[config.mk]
export PLATFORM = sky130hd
export DESIGN_NAME = instr_fetch_ctrl_flat
export DESIGN_NICKNAME = d
export VERILOG_FILES = /design/src/rtl/instr_fetch_ctrl_if.sv /design/src/rtl/instr_fetch_ctrl.sv /design/src/flat_wrapper.sv
export SDC_FILE = /design/constraint.sdc
export NUM_CORES = 1
export LEC_CHECK = 0
export CAP_MARGIN = 20
export CORE_ASPECT_RATIO = 1.2
export CORE_MARGIN = 2
export CORE_UTILIZATION = 35
export CTS_CLUSTER_SIZE = 24
export DETAILED_ROUTE_END_ITERATION = 10
export MAX_ROUTING_LAYER = met4
export SETUP_SLACK_MARGIN = 0.05
export SLEW_MARGIN = 0
export SYNTH_ARGS = -nofsm -noshare
export SYNTH_HDL_FRONTEND = slang
export SYNTH_SLANG_ARGS = --single-unit
export TNS_END_PERCENT = 5
[constraint.sdc]
create_clock -name f_clk -period 3.1 [get_ports f_clk]
set_input_delay 0.775 -clock f_clk [delete_from_list [all_inputs] [get_ports f_clk]]
set_output_delay 0.775 -clock f_clk [all_outputs]
set_load 0.005 [all_outputs]
[src/rtl/instr_fetch_ctrl_if.sv]
// Fetch-controller bundle: transmitter request/ack
// side plus the consumer-facing show-ahead FIFO port.
interface instr_fetch_ctrl_if #(
  parameter int IWIDTH = 32
);
  logic              f_i_start;
  logic              f_i_pause;
  logic              f_o_syn;
  logic              f_i_ack;
  logic [IWIDTH-1:0] f_i_instr;
  logic [IWIDTH-1:0] f_o_instr;
  logic              f_o_valid;
  logic              f_i_ready;
  logic              f_o_done;
  logic              f_o_err;

  modport slave (
    input  f_i_start,
    input  f_i_pause,
    input  f_i_ack,
    input  f_i_instr,
    input  f_i_ready,
    output f_o_syn,
    output f_o_instr,
    output f_o_valid,
    output f_o_done,
    output f_o_err
  );

  modport master (
    output f_i_start,
    output f_i_pause,
    output f_i_ack,
    output f_i_instr,
    output f_i_ready,
    input  f_o_syn,
    input  f_o_instr,
    input  f_o_valid,
    input  f_o_done,
    input  f_o_err
  );
endinterface

[src/rtl/instr_fetch_ctrl.sv]
// Instruction fetch controller: paces transmitter
// requests against free slots of a prefetch FIFO.
module instr_fetch_ctrl #(
  parameter int IWIDTH    = 32,
  parameter int NUM_INSTR = 36,
  parameter int FDEPTH    = 4
) (
  input  logic f_clk,
  input  logic f_rst,
  instr_fetch_ctrl_if.slave bus
);
  localparam int CW = $clog2(NUM_INSTR + 1);
  localparam int PW = $clog2(FDEPTH);
  localparam int RW = $clog2(FDEPTH + 1);
  localparam logic [CW-1:0] LAST  = CW'(NUM_INSTR - 1);
  localparam logic [CW-1:0] TOTAL = CW'(NUM_INSTR);
  localparam logic [CW-1:0] C1    = CW'(1);
  localparam logic [RW-1:0] FULL  = RW'(FDEPTH);
  localparam logic [RW-1:0] R1    = RW'(1);
  localparam logic [PW-1:0] P1    = PW'(1);

  typedef enum logic [1:0] {
    IDLE,
    FETCH,
    DRAIN,
    DONE
  } state_t;

  state_t            state;
  state_t            nxt;
  logic              enter;
  logic [CW-1:0]     issued;
  logic [RW-1:0]     reserved;
  logic [RW-1:0]     count;
  logic [1:0]        outst;
  logic [PW-1:0]     wptr;
  logic [PW-1:0]     rptr;
  logic [IWIDTH-1:0] mem [FDEPTH];
  logic              syn;
  logic              err;
  logic              pop;
  logic              push;
  logic              bad_ack;
  logic              issue;

  assign pop     = (count != '0) && bus.f_i_ready;
  assign push    = bus.f_i_ack && (outst != 2'd0);
  assign bad_ack = bus.f_i_ack && (outst == 2'd0);
  // A pop this cycle frees a slot for a new request.
  assign issue   = (state == FETCH)
                && !bus.f_i_pause
                && ((reserved != FULL) || pop)
                && (issued != TOTAL);

  // State register.
  always_ff @(posedge f_clk or posedge f_rst) begin
    if (f_rst) state <= IDLE;
    else       state <= nxt;
  end

  // Next-state logic; enter marks a fresh pass.
  always_comb begin
    nxt   = state;
    enter = 1'b0;
    unique case (state)
      IDLE, DONE: begin
        if (bus.f_i_start) begin
          nxt   = FETCH;
          enter = 1'b1;
        end
      end
      FETCH: begin
        if (issue && (issued == LAST)) nxt = DRAIN;
      end
      DRAIN: begin
        if ((outst == 2'd0) && (count == '0))
          nxt = DONE;
      end
      default: nxt = IDLE;
    endcase
  end

  // Request pacing, counters, FIFO pointers, error flag.
  always_ff @(posedge f_clk or posedge f_rst) begin
    if (f_rst) begin
      syn      <= 1'b0;
      issued   <= '0;
      reserved <= '0;
      outst    <= 2'd0;
      count    <= '0;
      wptr     <= '0;
      rptr     <= '0;
      err      <= 1'b0;
    end else begin
      syn <= issue;
      if (enter)      issued <= '0;
      else if (issue) issued <= issued + C1;
      if (issue && !pop)      reserved <= reserved + R1;
      else if (pop && !issue) reserved <= reserved - R1;
      if (issue && !push)      outst <= outst + 2'd1;
      else if (push && !issue) outst <= outst - 2'd1;
      if (push && !pop)      count <= count + R1;
      else if (pop && !push) count <= count - R1;
      if (push) wptr <= wptr + P1;
      if (pop)  rptr <= rptr + P1;
      if (bad_ack) err <= 1'b1;
    end
  end

  // FIFO storage; contents are masked while empty.
  always_ff @(posedge f_clk) begin
    if (push) mem[wptr] <= bus.f_i_instr;
  end

  assign bus.f_o_syn   = syn;
  assign bus.f_o_valid = (count != '0);
  assign bus.f_o_instr = (count != '0) ? mem[rptr] : '0;
  assign bus.f_o_done  = (state == DONE);
  assign bus.f_o_err   = err;
endmodule

[src/flat_wrapper.sv]
// flat-port wrapper written by rule: the top's interface ports become plain ports
module instr_fetch_ctrl_flat 
#(
  parameter int IWIDTH    = 32,
  parameter int NUM_INSTR = 36,
  parameter int FDEPTH    = 4
)
  (f_clk, f_rst, bus_f_i_start, bus_f_i_pause, bus_f_i_ack, bus_f_i_instr, bus_f_i_ready, bus_f_o_syn, bus_f_o_instr, bus_f_o_valid, bus_f_o_done, bus_f_o_err);
  instr_fetch_ctrl_if #(.IWIDTH(IWIDTH)) bus_i ();
  input  logic f_clk;
  input  logic f_rst;
  input wire logic [$bits(bus_i.f_i_start)-1:0] bus_f_i_start;
  input wire logic [$bits(bus_i.f_i_pause)-1:0] bus_f_i_pause;
  input wire logic [$bits(bus_i.f_i_ack)-1:0] bus_f_i_ack;
  input wire logic [$bits(bus_i.f_i_instr)-1:0] bus_f_i_instr;
  input wire logic [$bits(bus_i.f_i_ready)-1:0] bus_f_i_ready;
  output wire logic [$bits(bus_i.f_o_syn)-1:0] bus_f_o_syn;
  output wire logic [$bits(bus_i.f_o_instr)-1:0] bus_f_o_instr;
  output wire logic [$bits(bus_i.f_o_valid)-1:0] bus_f_o_valid;
  output wire logic [$bits(bus_i.f_o_done)-1:0] bus_f_o_done;
  output wire logic [$bits(bus_i.f_o_err)-1:0] bus_f_o_err;
  assign bus_i.f_i_start = bus_f_i_start;
  assign bus_i.f_i_pause = bus_f_i_pause;
  assign bus_i.f_i_ack = bus_f_i_ack;
  assign bus_i.f_i_instr = bus_f_i_instr;
  assign bus_i.f_i_ready = bus_f_i_ready;
  assign bus_f_o_syn = bus_i.f_o_syn;
  assign bus_f_o_instr = bus_i.f_o_instr;
  assign bus_f_o_valid = bus_i.f_o_valid;
  assign bus_f_o_done = bus_i.f_o_done;
  assign bus_f_o_err = bus_i.f_o_err;
  instr_fetch_ctrl #(.IWIDTH(IWIDTH), .NUM_INSTR(NUM_INSTR), .FDEPTH(FDEPTH)) u_core (.f_clk(f_clk), .f_rst(f_rst), .bus(bus_i));
endmodule
==> impl_metrics.env <==
export IMPL_outcome="completed"
export IMPL_area_delta_synth_final_pct=28.95
export IMPL_grt_max_degree=28
export IMPL_path_buf_inv=2
export IMPL_antenna_found_initial=0
export IMPL_globalRouteOverflowTotal=0
export IMPL_cp_slowest_cell="mux4_2"
export IMPL_synth_ff_latch_count=150
export IMPL_p_int_mw=5.437
export IMPL_tightest_slew_ps=869.6
export IMPL_path_class="register to output port"
export IMPL_fin_ws_ps=142.0
export IMPL_report_final_hold_viol_count=0
export IMPL_cts_buffers=17
export IMPL_power_leakage_nw=2.712
export IMPL_power_density_nw_per_um2=956.5
export IMPL_dieHeight_um=148.3
export IMPL_relSlewSlack_pct=41.96
export IMPL_clock_latency_ps=410
export IMPL_h_tree_depth=4
export IMPL_seq_area_um2=4399
export IMPL_wl_per_cell_um=17.48
export IMPL_cts_setup_buffers=0
export IMPL_switching_power_mw=2.054
export IMPL_routed_wl_mm=11.34
export IMPL_syn_area_per_cell_um2=18.74
export IMPL_swShare_pct=27.42
export IMPL_antenna_left=0
export IMPL_drive_above_1_share_pct=20.09
export IMPL_clock_fmax_ghz=0.3381
export IMPL_io_pins=74
export IMPL_arrival_ps=2180
export IMPL_setup_viol=0
export IMPL_synth_area_um2=6073
export IMPL_die_area_um2=18430
export IMPL_seq_area_frac_synth_pct=72.35
export IMPL_syn_inst=324
export IMPL_multiInputGateArea_um2=1579
export IMPL_p_comb_share_pct=35.7
export IMPL_synth_top_area_share_pct=63.29
export IMPL_critPathTopFamily="buffers and inverters"
export IMPL_period_share_pct=95.42
export IMPL_ys_top_cells_by_area="edfxtp_1 (63%), mux4_2 (12%), dfrtp_1 (9.1%)"
export IMPL_timing_setup_tns_ps=0
export IMPL_io_buffer_count=73
export IMPL_routabilityCongestion=0.7224
export IMPL_diodes=0
export IMPL_rows=52
export IMPL_core_area_um2=16920
export IMPL_initial_core_util_pct=35.90
export IMPL_grt_pass1_wl_mm=17.60
export IMPL_irDropWorstVdd_mv=0.4726
export IMPL_layout_commonest_cell="edfxtp_1"
export IMPL_synth_fp_nets=376
export IMPL_drt_initial_drc_count=234
export IMPL_hold_buffers=0
export IMPL_crit_path_max_fanout=14
export IMPL_hold_path_class="register to register"
export IMPL_clockBufferDepth=2
export IMPL_chipWidth_um=124.3
export IMPL_cap_violations=0
export IMPL_slew_violations=0
export IMPL_grt_usage_pct=13.10
export IMPL_cpPeakStageDelay_ps=510
export IMPL_dp_hpwl_mm=7.187
export IMPL_post_route_util_pct=46.29
export IMPL_cts_tree="built"
export IMPL_vias_per_cell=4.835
export IMPL_worstSetupStartpointType="register"
export IMPL_rsz0062_at_grt="true"
export IMPL_finalCriticalPeriod_ps=2958
export IMPL_clock_sinks=150
export IMPL_crit_path_end_kind="output port"
export IMPL_first_global_vias=3341
export IMPL_firstDrtPassIters=4
export IMPL_drc=0
export IMPL_num_vias=3138
export IMPL_cts_root_buf="clkbuf_16"
export IMPL_required_ps=2320
export IMPL_seqPwrFrac_pct=38.3
export IMPL_num_fill_cells=1493
export IMPL_synth_cell_type_count=36
export IMPL_p_total_mw=7.491
export IMPL_yosysTopAreaCell="edfxtp_1"
export IMPL_final_cell_mix="edfxtp_1 (128), clkdlybuf4s50_1 (73), and2_1 (33)"
export IMPL_clk_pin_slew_worst_paths_ps=60
export IMPL_fin_nets=472
export IMPL_dp_slack_ps=128.7
export IMPL_ys_warn_count=0
export IMPL_p_clk_share_pct=26.0
export IMPL_crit_chain="buf_12 -> mux4_2 -> and2_1 -> clkdlybuf4s50_1"
export IMPL_skew_ps=6.717
## stage by stage
step / hold slack (ps) / cell area (µm²) / instances
floorplan: 433.8 / 6073 / 324
global placement: 443.2 / 7233 / 616
detailed placement: 448.9 / 7233 / 616
CTS: 467.2 / 7802 / 648
global route: 495.1 / 7831 / 649
finish: 457.9 / 7831 / 649
## per-layer routing
metal	GRT usage (%)	up-vias	part of all wire, %
met3	4.245	13	4.5
met5	-	-	0
li1	-	1444	-
met4	4.775	0	1.1
met1	14.91	1614	41
met2	21.83	67	53
## layout make-up
class | instances | share of cell area (%)
Clock inverter | 12 | 1.662
Clock buffer | 20 | 5.576
Inverter | 13 | 0.6231
Sequential cell | 150 | 56.18
Tap cell | 216 | 3.451
Timing Repair Buffer | 90 | 12.35
Multi-Input combinational cell | 148 | 20.16
## cell usage after synthesis
cell and n:
edfxtp_1 128, and2_1 37, mux4_2 32, dfrtp_1 22, inv_1 13, ha_1 12
clkbuf_1 7, nand3_1 7, nor2_1 6, xnor2_1 6, xor2_1 6, a21oi_1 5
buf_2 5, nand2_1 5, o21ai_0 3, a21o_1 2, a31oi_1 2, fa_1 2
mux2_2 2, mux2i_1 2, nand2b_1 2, nor3_1 2, nor3b_1 2, o31ai_1 2
a211oi_2 1, a221o_1 1, a31o_2 1, a41o_1 1, and3_1 1, clkbuf_2 1
nand4_1 1, nor2b_1 1, o21a_1 1, o22ai_1 1, or3_1 1, or4_1 1
## worst reg2reg max path: stages (launching register included)
cell and delay, ps:
dfrtp_1 400, inv_1 80, ha_1 220, nand2b_1 110, a21o_1 240, nor2_1 170, ha_1 200, inv_1 60
fa_1 370, xor2_1 170, nor2_1 110, xor2_1 170
## final timing paths
kind / start / end / slack (ps) / cells past startpoint
max: u_core.rptr[0] / bus_f_o_instr[11] / 140 / 4
min: u_core.bus.f_o_err / u_core.bus.f_o_err / 460 / 1
max reg2reg: u_core.state[1] / u_core.reserved[2] / 720 / 11
min reg2reg: u_core.bus.f_o_err / u_core.bus.f_o_err / 460 / 1
max in group asynchronous: f_rst / u_core.rptr[1] / 1620 / 2
min in group asynchronous: f_rst / u_core.issued[0] / 850 / 2
## flip-flops by register name, summed over array words and instances, names as in the netlist, 2 cells and up
signal / count
u_core.mem: 128
u_core.count: 3
u_core.state: 2
u_core.rptr: 2
u_core.reserved: 3
u_core.issued: 6
u_core.outst: 2
u_core.wptr: 2
## cells by family (layout without fill, tap and decap cells)
family                   after synthesis  after routing  synth area share, %
flip-flops                           150            150                72.35
buffers and inverters                 26            135                1.731
multiplexers                          36             36                12.57
AND/OR/NAND/NOR                       66             66                6.222
AO/OA/AOI/OAI                         20             20                2.266
XOR/XNOR                              12             12                1.731
adder cells (fa/ha/maj)               14             14                3.131
## power by group through the flow
stage | sequential, mW | combinational [mW] | clock [mW]
detailed placement | 2.90 | 2.71 | 0
global route | 2.91 | 2.92 | 2.09
floorplan | 2.81 | 1.48 | 0
finish | 2.87 | 2.67 | 1.95
CTS | 2.86 | 2.72 | 2.00
global placement | 2.88 | 2.68 | 0
## timing repair
action / 4_1_cts / 5_1_grt
resized for setup: 1 / 1
setup endpoints to repair: 1 / 24
cloned: 0 / 1
Power figures use the tool's default switching activity.
